### src/rtl/pll_pkg.sv
// rtl/pll_pkg.sv - shared state encoding and cycle-count defaults for the PLL sequencer
package pll_pkg;

  typedef enum logic [2:0] {
    OSC_IDLE,
    GUARD_OUT,
    DISABLE,
    APPLY,
    SETTLE,
    GUARD_IN,
    RUN
  } pll_state_t;

  localparam int DEF_DIS_CYCLES    = 16;
  localparam int DEF_SETTLE_CYCLES = 4096;
  localparam int DEF_GUARD_CYCLES  = 8;

  function automatic int max3(input int a, input int b, input int c);
    int m;
    m = (a > b) ? a : b;
    return (m > c) ? m : c;
  endfunction

endpackage

### src/rtl/seq_timer.sv
// rtl/seq_timer.sv - loadable down-counter; done is high in the last cycle of a loaded interval
module seq_timer #(
  parameter int WIDTH = 8
) (
  input  logic             clock,
  input  logic             reset,
  input  logic             load,
  input  logic [WIDTH-1:0] value,
  output logic             done
);

  logic [WIDTH-1:0] count;

  always_ff @(posedge clock) begin
    if (reset) begin
      count <= '0;
    end else if (load) begin
      count <= value;
    end else if (count != '0) begin
      count <= count - WIDTH'(1);
    end
  end

  // Loaded with N on state entry, so a count of 1 marks the Nth cycle of the state.
  assign done = (count == WIDTH'(1));

endmodule

### src/rtl/pll_sequencer.sv
// rtl/pll_sequencer.sv - sequences PLL disable/apply/settle and glitch-free core clock switchover
module pll_sequencer
  import pll_pkg::*;
#(
  parameter int DIS_CYCLES    = DEF_DIS_CYCLES,
  parameter int SETTLE_CYCLES = DEF_SETTLE_CYCLES,
  parameter int GUARD_CYCLES  = DEF_GUARD_CYCLES
) (
  input  logic        clock,
  input  logic        reset,
  input  logic        cfg_valid,
  output logic        cfg_ready,
  input  logic        cfg_enable,
  input  logic        cfg_dco,
  input  logic [4:0]  cfg_div,
  input  logic [25:0] cfg_trim,
  output logic        pll_enable,
  output logic        pll_reset_n,
  output logic        pll_dco,
  output logic [4:0]  pll_div,
  output logic [25:0] pll_ext_trim,
  output logic        clk_sel,
  output logic        busy,
  output logic        cfg_err
);

  localparam int TW = $clog2(max3(DIS_CYCLES, SETTLE_CYCLES, GUARD_CYCLES) + 1);

  pll_state_t    state;
  logic          cap_enable;
  logic          cap_dco;
  logic [4:0]    cap_div;
  logic [25:0]   cap_trim;
  logic          tmr_load;
  logic [TW-1:0] tmr_value;
  logic          tmr_done;
  logic          handshake;
  logic          bad_req;

  assign cfg_ready = (state == OSC_IDLE) || (state == RUN);
  assign busy      = ~cfg_ready;
  assign handshake = cfg_valid && cfg_ready;
  // Integer-N mode cannot lock with a feedback divide below 2.
  assign bad_req   = cfg_enable && !cfg_dco && (cfg_div < 5'd2);

  always_comb begin
    tmr_load  = 1'b0;
    tmr_value = '0;
    case (state)
      OSC_IDLE:  if (handshake && !bad_req) begin tmr_load = 1'b1; tmr_value = TW'(DIS_CYCLES);    end
      RUN:       if (handshake && !bad_req) begin tmr_load = 1'b1; tmr_value = TW'(GUARD_CYCLES);  end
      GUARD_OUT: if (tmr_done)              begin tmr_load = 1'b1; tmr_value = TW'(DIS_CYCLES);    end
      APPLY:     if (cap_enable)            begin tmr_load = 1'b1; tmr_value = TW'(SETTLE_CYCLES); end
      SETTLE:    if (tmr_done)              begin tmr_load = 1'b1; tmr_value = TW'(GUARD_CYCLES);  end
      default: ;
    endcase
  end

  seq_timer #(.WIDTH(TW)) u_timer (
    .clock (clock),
    .reset (reset),
    .load  (tmr_load),
    .value (tmr_value),
    .done  (tmr_done)
  );

  always_ff @(posedge clock) begin
    if (reset) begin
      state        <= OSC_IDLE;
      clk_sel      <= 1'b0;
      pll_enable   <= 1'b0;
      pll_reset_n  <= 1'b0;
      pll_dco      <= 1'b1;
      pll_div      <= '0;
      pll_ext_trim <= '0;
      cfg_err      <= 1'b0;
      cap_enable   <= 1'b0;
      cap_dco      <= 1'b1;
      cap_div      <= '0;
      cap_trim     <= '0;
    end else begin
      cfg_err <= 1'b0;
      case (state)
        OSC_IDLE, RUN: begin
          if (handshake) begin
            if (bad_req) begin
              cfg_err <= 1'b1;
            end else begin
              cap_enable <= cfg_enable;
              cap_dco    <= cfg_dco;
              cap_div    <= cfg_div;
              cap_trim   <= cfg_trim;
              if (state == RUN) begin
                state   <= GUARD_OUT;
                clk_sel <= 1'b0;
              end else begin
                state       <= DISABLE;
                pll_enable  <= 1'b0;
                pll_reset_n <= 1'b0;
              end
            end
          end
        end
        GUARD_OUT: begin
          if (tmr_done) begin
            state       <= DISABLE;
            pll_enable  <= 1'b0;
            pll_reset_n <= 1'b0;
          end
        end
        DISABLE: begin
          if (tmr_done) begin
            state        <= APPLY;
            pll_dco      <= cap_dco;
            pll_div      <= cap_div;
            pll_ext_trim <= cap_trim;
          end
        end
        APPLY: begin
          if (cap_enable) begin
            state       <= SETTLE;
            pll_enable  <= 1'b1;
            pll_reset_n <= 1'b1;
          end else begin
            state <= OSC_IDLE;
          end
        end
        SETTLE: begin
          if (tmr_done) state <= GUARD_IN;
        end
        GUARD_IN: begin
          if (tmr_done) begin
            state   <= RUN;
            clk_sel <= 1'b1;
          end
        end
        default: state <= OSC_IDLE;
      endcase
    end
  end

endmodule

### config.mk
export PLATFORM = sky130hd
export DESIGN_NAME = pll_sequencer
export DESIGN_NICKNAME = d
export VERILOG_FILES = /design/src/rtl/pll_pkg.sv /design/src/rtl/seq_timer.sv /design/src/rtl/pll_sequencer.sv
export SDC_FILE = /design/constraint.sdc
export NUM_CORES = 1
export LEC_CHECK = 0
export CAP_MARGIN = 20
export CORE_MARGIN = 8
export CORE_UTILIZATION = 42
export CTS_CLUSTER_SIZE = 20
export DETAILED_ROUTE_END_ITERATION = 8
export PLACE_DENSITY_LB_ADDON = 0.3
export SLEW_MARGIN = 20
export SYNTH_ARGS = -nofsm -noshare
export SYNTH_HDL_FRONTEND = slang
export SYNTH_SLANG_ARGS = --single-unit
### constraint.sdc
create_clock -name clock -period 2 [get_ports clock]
set_input_delay 0.5 -clock clock [delete_from_list [all_inputs] [get_ports clock]]
set_output_delay 0.5 -clock clock [all_outputs]
set_load 0.01 [all_outputs]
==> metrics.yaml <==
synth:
  synth-main-ff-cell: "dfxtp_1"
  yosys.cell_count.top_type: "nand2_1"
  ys_top_cells_by_count: "133 x nand2_1, 84 x dfxtp_1, 68 x a21oi_1"
  ys_top_cells_by_area: "dfxtp_1 50%, nand2_1 15%, a21oi_1 10%, nor2_1 1.9%, clkbuf_1 1.5%"
  ys_seq_area_frac: 0.502
  synthCells: 409
  syn_nets: 448
  synth_seq_cells: 84
  avgSynthCellArea_sq_um: 8.18
  synth_top_area_frac: 0.502
  synth_edf_count: 0
  synth.distinct_cells: 48
  async_flop_share: 0
  yosys.area.top_type: "dfxtp_1"
  syn_area_sq_mm: 0.00335
  yosysWarnings: 0
critical_path:
  crit_type: "reg -> out"
  critPathArrivalTime_ns: 1.40
  r2r_cells: 7
  reg2reg_slack_ns: 0.14
  cp.depth: 4
  worst_path_max_delay_cell: "dfxtp_4"
  endpoint: "busy"
  worstReg2RegStart: "u_timer.count[7]"
  cp_top_family: "flip-flops"
  worstPathRequired_ns: 1.50
  crit_chain: "or2_4 -> a21oi_4 -> inv_1 -> clkdlybuf4s15_1"
  path_max_fanout: 6
  cp_num_buf_inv: 2
  cp-startpoint: "state[1]"
  endpoint_kind: "output pin"
  critPathMaxStageDelay_ns: 0.37
  r2r_end: "pll_ext_trim[13]"
  start_kind: "register"
min_path:
  hp-start: "cap_trim[25]"
  min_delay_path_depth: 2
  worstHoldPathType: "reg -> reg"
finish:
  seqCellArea_sq_mm: 0.00169
  area_growth_pct: 35.7
  fillers: 705
  fin_nets: 533
  final_cell_count_no_fill: 601
  antenna-diode-count: 0
  drive_gt1_frac: 0.128
  multi_input_area_sq_mm: 0.00152
detailed_routing:
  drtIter0Drc: 151
  routed_wl_um: 8400
  drc: 0
  antenna_left: 0
  vias_per_cell: 5.02
  vias: 3017
  detail_route.wl_per_cell_um: 14.0
  firstDrtPassIters: 4
sta:
  setup_tns_ns: 0
  hold_violations: 0
  worstMarginPinSlew_ns: 0.463
  fin_crit_sh: 0.950
  fmax_ghz: 0.526
  grt_setup_unrepaired: "no"
  max-slew-margin-rel: 0.689
  finClkSkew_ns: 0.00817
  drv_slew: 0
  worst_slack_ns: 0.0994
  finalSetupViolCount: 0
  timing.final.crit_period_ns: 1.90
placed_design:
  placedCellCount: 581
  dp_hpwl_um: 5690
  dpl_worst_slack_ns: -0.498
  place.gp.congestion: 0.810
  numPortBuffers: 73
floorplanning:
  ioPinCount: 74
  die_area_sq_mm: 0.0111
  rows: 32
  start_util: 0.433
  die_width_um: 105
  core_sq_mm: 0.00773
  fp.dieH_um: 105
global_route:
  antenna_found_initial: 0
  groute.usage.overall: 0.154
  grt_overflow: 0
  first_global_vias: 2945
  grt_max_degree: 76
  grt_first_pass_wirelength_um: 14100
clock_tree:
  clk_latency_ns: 0.35
  tritoncts.num_buffers: 9
  tritoncts: "done"
  clk_pin_slew_worst_paths_ns: 0.09
  htreeDepth: 3
  clk_path_buf_depth: 2
  clockRootBuffer: "clkbuf_8"
  cts_sinks: 84
power:
  finalPower_mw: 4.86
  ir_worst_vdd_uv: 559
  cellLeakagePower_nw: 1.65
  power_density_mw_per_mm2: 1070
flow_run:
  drv_cap: 0
run_status:
  run_status: "completed"
==> cell usage in the layout, fill, tap and decap left out, types with 2 or more instances in the layout <==
cell	count
nand2_1	133
dfxtp_1	81
a21oi_1	67
clkdlybuf4s50_1	67
buf_4	22
nor2_1	17
clkbuf_8	9
inv_1	6
nand3_1	6
o21ai_0	5
xor2_1	5
nand4_1	4
a211oi_1	4
nor2b_1	3
or3_1	3
nor4_1	3
dlygate4sd2_1	3
buf_12	3
buf_6	3
nor4_4	2
nand2b_1	2
xnor2_1	2
a31oi_1	2
a22oi_1	2
nand3b_1	2
nor3_1	2
ha_1	2
inv_6	2
clkinvlp_4	2
dfxtp_2	2
==> area by class of cell <==
type                       count  area share
clock inverter                 6      0.0157
timing repair buffer         101       0.216
clock buffer                  10      0.0281
inverter                       6     0.00496
tap                          102      0.0281
multi-input combinational    292       0.335
sequential                    84       0.372
==> per-layer routing <==
layer  share of wire  track usage  vias to the layer above
met5               0            0                        -
li1                -            -                     1538
met1            0.46        0.189                     1390
met3           0.064       0.0451                       11
met2            0.46        0.242                       78
met4           0.015       0.0744                        0
==> tightest hold or removal path, delay by kind of cell, from the launching register on <==
family           cells  cell delay [ns]
AND/OR/NAND/NOR      1             0.05
AO/OA/AOI/OAI        1             0.05
flip-flops           1             0.32
==> logic make-up after synthesis <==
kind of cell | Yosys count | share of synthesized area
AOI/OAI and AO/OA | 93 | 0.165
xor gates and xnor gates | 7 | 0.0183
adders and majority gates | 3 | 0.0112
buffers and inverters | 33 | 0.0527
DFF | 84 | 0.502
muxes | 1 | 0.00336
and+or+nand+nor | 188 | 0.247
==> timing repair <==
item	in CTS	in global routing
pin swaps	3	4
buffers inserted	3	1
setup endpoints to repair	13	40
hold buffers	0	0
resized for setup	8	11
gates cloned	0	0
==> worst min path at each step <==
stage / end / slack (ns)
final: pll_ext_trim[25] / 0.45
after global routing: cap_dco / 0.45
after CTS: pll_ext_trim[25] / 0.45
after detailed placement: pll_ext_trim[14] / 0.44
after global placement: pll_ext_trim[15] / 0.44
after floorplan: pll_div[1] / 0.44
==> sequential cells by signal, summed over array words and instances, names as in the netlist <==
| register | count |
|---|---|
| pll_div | 5 |
| pll_dco | 1 |
| clk_sel | 1 |
| u_timer.count | 13 |
| pll_reset_n | 1 |
| state | 3 |
| pll_ext_trim | 26 |
| cap_trim | 26 |
| cap_enable | 1 |
| cfg_err | 1 |
| cap_div | 5 |
| cap_dco | 1 |
==> report_power, final <==
part / total, mW / internal [mW] / switching [mW]
clock: 1.22 / 0.589 / 0.632
combinational: 1.59 / 0.780 / 0.812
sequential: 2.05 / 1.86 / 0.191
total: 4.86 / 3.23 / 1.63
==> metrics by stage <==
| step | hold WS, ns | instance area, sq um | util |
|---|---|---|---|
| after detailed placement | 0.445 | 4260 | 0.552 |
| after global routing | 0.448 | 4540 | 0.588 |
| final | 0.455 | 4540 | 0.588 |
| after floorplan | 0.436 | 3350 | - |
| after CTS | 0.452 | 4500 | 0.582 |
| after global placement | 0.438 | 4260 | 0.552 |
No activity file was read; power rests on OpenSTA's default activity.
